**src/rtl/erm16_bus_pkg.sv**
```systemverilog
// ERM16 bus responder shared definitions.
// I/O register map and decoded select type.
package erm16_bus_pkg;

  localparam logic [2:0] IO_IN      = 3'd0;
  localparam logic [2:0] IO_OUT     = 3'd1;
  localparam logic [2:0] IO_STATUS  = 3'd2;
  localparam logic [2:0] IO_IRQ_CNT = 3'd3;
  localparam logic [2:0] IO_SCRATCH = 3'd4;

  localparam int ST_IRQ = 0;

  typedef enum logic [2:0] {
    SEL_IN,
    SEL_OUT,
    SEL_STATUS,
    SEL_CNT,
    SEL_SCRATCH,
    SEL_NONE
  } io_sel_t;

  function automatic io_sel_t io_decode(input logic [2:0] a);
    io_sel_t s;
    case (a)
      IO_IN:      s = SEL_IN;
      IO_OUT:     s = SEL_OUT;
      IO_STATUS:  s = SEL_STATUS;
      IO_IRQ_CNT: s = SEL_CNT;
      IO_SCRATCH: s = SEL_SCRATCH;
      default:    s = SEL_NONE;
    endcase
    return s;
  endfunction

endpackage

```
**src/rtl/erm16_mem_io_responder_ram.sv**
```systemverilog
// Single-port-pair 16-bit RAM, synchronous read-before-write.
// Contents are never reset.
module ram_1rw16 #(
  parameter int DEPTH = 256,
  parameter int AW    = $clog2(DEPTH)
) (
  input  logic          clk,
  input  logic          we,
  input  logic [AW-1:0] waddr,
  input  logic [15:0]   wdata,
  input  logic [AW-1:0] raddr,
  output logic [15:0]   q
);

  logic [15:0] mem [DEPTH];

  always_ff @(posedge clk) begin
    if (we)
      mem[waddr] <= wdata;
    q <= mem[raddr];
  end

endmodule

```
**src/rtl/erm16_mem_io_responder.sv**
```systemverilog
// ERM16 bus responder: RAM, I/O registers and interrupt latch.
// rdata is a mux of registered sources, one-cycle read latency.
module erm16_mem_io_responder
  import erm16_bus_pkg::*;
#(
  parameter int DEPTH = 256,
  parameter int AW    = $clog2(DEPTH)
) (
  input  logic          clk,
  input  logic          rst,
  input  logic [15:0]   addr,
  input  logic [15:0]   wdata,
  input  logic          wrmem,
  input  logic          ioe,
  input  logic          intreq,
  output logic [15:0]   rdata,
  input  logic [15:0]   io_in,
  output logic [15:0]   io_out,
  output logic          io_out_stb,
  output logic          irq_pending,
  input  logic          irq_ack,
  input  logic          ld_en,
  input  logic [AW-1:0] ld_addr,
  input  logic [15:0]   ld_data
);

  logic [31:0]   addr_hi;
  logic          in_range;
  logic          ram_we;
  logic [AW-1:0] ram_waddr;
  logic [15:0]   ram_wdata;
  logic [15:0]   ram_q;
  logic          rd_ram;
  logic [15:0]   io_q;
  logic [15:0]   io_rd;
  logic [15:0]   irq_cnt;
  logic [15:0]   scratch;
  logic          intreq_q;
  logic          irq_edge;
  logic          io_wr;
  logic          st_clr;
  io_sel_t       sel;

  assign addr_hi  = 32'(addr) >> AW;
  assign in_range = (addr_hi == 32'd0);
  assign sel      = io_decode(addr[2:0]);
  assign io_wr    = wrmem && ioe;
  assign st_clr   = io_wr && (sel == SEL_STATUS) && wdata[ST_IRQ];

  // Preload owns the write port; bus writes die under reset
  assign ram_we    = ld_en || (wrmem && !ioe && in_range && !rst);
  assign ram_waddr = ld_en ? ld_addr : addr[AW-1:0];
  assign ram_wdata = ld_en ? ld_data : wdata;

  ram_1rw16 #(
    .DEPTH(DEPTH),
    .AW   (AW)
  ) u_ram (
    .clk  (clk),
    .we   (ram_we),
    .waddr(ram_waddr),
    .wdata(ram_wdata),
    .raddr(addr[AW-1:0]),
    .q    (ram_q)
  );

  always_comb begin
    io_rd = '0;
    case (sel)
      SEL_IN:      io_rd = io_in;
      SEL_OUT:     io_rd = io_out;
      SEL_STATUS:  io_rd = {15'b0, irq_pending};
      SEL_CNT:     io_rd = irq_cnt;
      SEL_SCRATCH: io_rd = scratch;
      default:     io_rd = '0;
    endcase
  end

  always_ff @(posedge clk) begin
    if (rst) begin
      rd_ram      <= 1'b0;
      io_q        <= '0;
      io_out      <= '0;
      io_out_stb  <= 1'b0;
      irq_pending <= 1'b0;
      irq_cnt     <= '0;
      scratch     <= '0;
      intreq_q    <= 1'b0;
      irq_edge    <= 1'b0;
    end else begin
      intreq_q <= intreq;
      irq_edge <= intreq && !intreq_q;
      if (irq_edge && irq_cnt != 16'hFFFF)
        irq_cnt <= irq_cnt + 16'd1;
      if (irq_edge)
        irq_pending <= 1'b1;
      else if (irq_ack || st_clr)
        irq_pending <= 1'b0;
      io_out_stb <= io_wr && (sel == SEL_OUT);
      if (io_wr && sel == SEL_OUT)
        io_out <= wdata;
      if (io_wr && sel == SEL_SCRATCH)
        scratch <= wdata;
      rd_ram <= !ioe && in_range;
      io_q   <= ioe ? io_rd : 16'h0000;
    end
  end

  assign rdata = rd_ram ? ram_q : io_q;

endmodule

```
**config.mk**
```make
export PLATFORM = sky130hd
export DESIGN_NAME = erm16_mem_io_responder
export DESIGN_NICKNAME = d
export VERILOG_FILES = /design/src/rtl/erm16_bus_pkg.sv /design/src/rtl/erm16_mem_io_responder_ram.sv /design/src/rtl/erm16_mem_io_responder.sv
export SDC_FILE = /design/constraint.sdc
export NUM_CORES = 2
export LEC_CHECK = 0
export ABC_CLOCK_PERIOD_IN_PS = 4210
export CAP_MARGIN = 20
export CELL_PAD_IN_SITES_DETAIL_PLACEMENT = 1
export CELL_PAD_IN_SITES_GLOBAL_PLACEMENT = 1
export CORE_ASPECT_RATIO = 1.1
export CORE_MARGIN = 5
export CORE_UTILIZATION = 50
export DETAILED_ROUTE_END_ITERATION = 8
export HOLD_SLACK_MARGIN = 0.03
export PLACE_DENSITY = 0.7
export SYNTH_ARGS = -nofsm -noshare
export SYNTH_HDL_FRONTEND = slang
export SYNTH_SLANG_ARGS = --single-unit
```
**constraint.sdc**
```tcl
create_clock -name clk -period 4.21 [get_ports clk]
set_input_delay 0.421 -clock clk [delete_from_list [all_inputs] [get_ports clk]]
set_output_delay 0.421 -clock clk [all_outputs]
set_load 0.005 [all_outputs]
```
==> results.json <==
{
  "cts_tree": "built",
  "area_delta_synth_final_pct": 15.82,
  "drv_cap": 0,
  "drt_first_pass_iters": 6,
  "wirelength_um": 511600,
  "numClockSinks": 4181,
  "nets": 8280,
  "cp_slowest_cell": "a2111oi_0",
  "cts_inserted_buffers": 412,
  "grt_max_degree": 125,
  "max_freq_ghz": 0.2738,
  "antenna_found_initial": 37,
  "seqCellArea_um2": 124700,
  "clock_path_buffers": 4,
  "p_switching_w": 0.01970,
  "async_reset_ff_share_pct": 0,
  "first_iter_violations": 12940,
  "status": "finished clean",
  "yosys_register_bits": 4181,
  "fin_util_pct": 58.17,
  "clk_pin_slew_ns": 0.06,
  "comb_power_share_pct": 6.5,
  "met2_usage_pct": 48.30,
  "core_um2": 320800,
  "whs_endpoint": "intreq_q$_SDFF_PP0_",
  "worstSetupPathType": "in -> reg",
  "setup_viol": 0,
  "grt_busiest_layer": "met2",
  "path_max_fanout": 46,
  "multi_input_area_um2": 34700,
  "fin_crit_sh_pct": 86.76,
  "clk_latency_ns": 0.96,
  "rows": 218,
  "synth_edf_count": 4096,
  "reg2reg_depth": 7,
  "rsz0062_at_grt": "no",
  "report.final.slew_viol_count": 0,
  "drive_above_1_share_pct": 31.68,
  "die_area_um2": 333700,
  "h-tree-depth": 5,
  "drcViolationCount": 0,
  "finalCriticalPeriod_ns": 3.653,
  "fp.dieW_um": 551.2,
  "min_from": "intreq",
  "grt_overflow": 0,
  "slowest_delay_ns": 1.03,
  "path_common_cell": "buf_4",
  "root_buffer": "clkbuf_16",
  "avgSynthCellArea_um2": 22.12,
  "swShare_pct": 22.24,
  "grt_use_total_pct": 30.67,
  "use_met1_pct": 40.08,
  "netlist_area_um2": 161100,
  "ys_types": 81,
  "stdcell_area_um2": 186600,
  "pwr-share-clk_pct": 41.3,
  "fill_cells": 26880,
  "r2r_slack_ns": 0.85,
  "layout_common_cells": "edfxtp_1 (4096), mux4_2 (1064), buf_4 (714)",
  "place_congestion": 0.9285,
  "place_area_um2": 173200,
  "synth_ff_type": "edfxtp_1",
  "relSlewSlack_pct": 17.20,
  "post-cts-setup-buffers": 0,
  "worst_pin_slew_ns": 1.242,
  "worstHoldPathCells": 2,
  "wl_per_cell_um": 39.83,
  "powerDensity_nw_per_um2": 474.7,
  "antenna_left": 0,
  "final_common_cell": "edfxtp_1",
  "start_util_pct": 50.22,
  "syn-num-nets": 7363,
  "hold_viol_final": 0,
  "worstPathCellList": "buf_8, buf_4, buf_12, mux4_2, and2_0, a2111oi_0, a41oi_1, nand4_1, o32ai_1, buf_4",
  "synth.area.top_cells": "edfxtp_1 (76%), mux4_2 (15%), mux2i_1 (1.3%)",
  "grt_pass1_wl_um": 711700,
  "vdd_drop_max_v": 0.0003379,
  "timing.rr.start": "u_ram.mem[214][15]$_DFFE_PP_",
  "io_pins": 113,
  "worstPathArrival_ns": 4.45,
  "fin_skew_ns": 0.04483,
  "start_kind": "input pin",
  "hp-class": "in -> reg",
  "die_h_um": 605.3,
  "grt_pass1_vias": 87200,
  "syn_inst": 7283,
  "grt_use_met3_pct": 6.946,
  "netlist.area_leader.share_pct": 76.35,
  "leakage_nw": 59.20,
  "synth_top_cell_by_area": "edfxtp_1",
  "vias_per_cell": 6.651,
  "yosysWarnings": 0,
  "io_buffers": 112,
  "r2r-end": "u_ram.q[15]$_DFF_P_",
  "detailed_place_hpwl_um": 333400,
  "worstPathRequired_ns": 5.00,
  "ys_seq_area_share_pct": 77.40,
  "p_seq_share_pct": 52.2,
  "p_int_w": 0.06888,
  "crit_path_end_kind": "flip-flop",
  "vias": 85450
}
-- how the worst max path moves through the flow --
stage                                  to  cells after the start     from  slack, ns
2_1_floorplan  u_ram.mem[0][10]$_DFFE_PP_                      4    ld_en       0.37
3_3_place_gp          u_ram.q[15]$_DFF_P_                     10  addr[1]      -0.06
3_5_place_dp          u_ram.q[15]$_DFF_P_                     10  addr[1]      -0.06
4_1_cts                u_ram.q[9]$_DFF_P_                      9  addr[1]       0.83
5_1_grt               u_ram.q[15]$_DFF_P_                     10  addr[1]       0.67
6_report              u_ram.q[15]$_DFF_P_                     10  addr[1]       0.56
-- repair_timing --
item,in CTS,in global routing
endpoints found under the setup margin,0,0
hold buffers,1,0
gates resized for setup,0,0
endpoints found under the hold margin,1,0
-- Yosys cell counts (49+ instances only) --
cell type  number
edfxtp_1     4096
mux4_2       1064
nor2_1        335
nand2_1       234
mux2i_1       204
clkbuf_1      150
buf_2         128
a21oi_1       111
a22oi_1       107
dfxtp_1        85
o22ai_1        82
mux2_2         51
buf_4          49
-- metal layers --
| layer | wire [um] | vias to the layer above |
|---|---|---|
| met5 | 103 | - |
| met4 | 34310 | 16 |
| met3 | 54860 | 1262 |
| met2 | 242700 | 5883 |
| met1 | 179700 | 45650 |
| li1 | - | 32630 |
-- metrics by stage --
step	worst slack, ns	power (W)	TNS, ns	std cells	hold WS (ns)
finish	0.5574	0.08857	0	12850	0.06960
global route	0.6716	0.09110	0	12830	0.08549
CTS	0.8273	0.08884	0	12830	0.03410
detailed placement	-0.05555	0.05276	-0.1545	12070	0.3871
global placement	-0.05919	0.05259	-0.05919	12070	0.3777
floorplan	0.3746	0.04981	0	7283	0.3674
-- registers in the layout (all words and copies together) (netlist names) --
signal and count:
io_out 16, irq_pending 1, io_out_stb 1, io_q 16
u_ram.q 16, irq_cnt 16, irq_edge 1, u_ram.mem 4096
intreq_q 1, rd_ram 1, scratch 16
-- power groups by stage --
stage               Combinational [W]  Sequential, W  Clock (W)
floorplan                     0.00268         0.0471          0
global placement              0.00551         0.0471          0
detailed placement            0.00566         0.0471          0
CTS                           0.00569         0.0462     0.0369
global route                  0.00584         0.0462     0.0391
finish                        0.00578         0.0462     0.0366
-- critical path, delay by kind of cell --
kind	cells	cell delay, ns
AOI/OAI and AO/OA	3	1.49
buffers and inverters	4	1.37
and+or+nand+nor	2	0.57
muxes	1	0.42
-- cells by family after synthesis --
logic type / Yosys count / synth area share (%)
AOI/OAI and AO/OA: 559 / 2.435
muxes: 1319 / 16.50
xor gates and xnor gates: 10 / 0.05436
buffers and inverters: 434 / 1.476
and+or+nand+nor: 779 / 2.124
DFF: 4181 / 77.40
adders and majority gates: 1 / 0.007765
-- final cells by class --
cell class	count	area share [%]
clock inverter	251	1.288
sequential	4181	66.83
tap	4290	2.877
inverter	13	0.03554
multi-input combinational	2668	18.60
timing repair buffer	924	4.530
antenna	16	0.02146
clock buffer	504	5.821
Note: power is estimated with default switching activity, not from simulation.
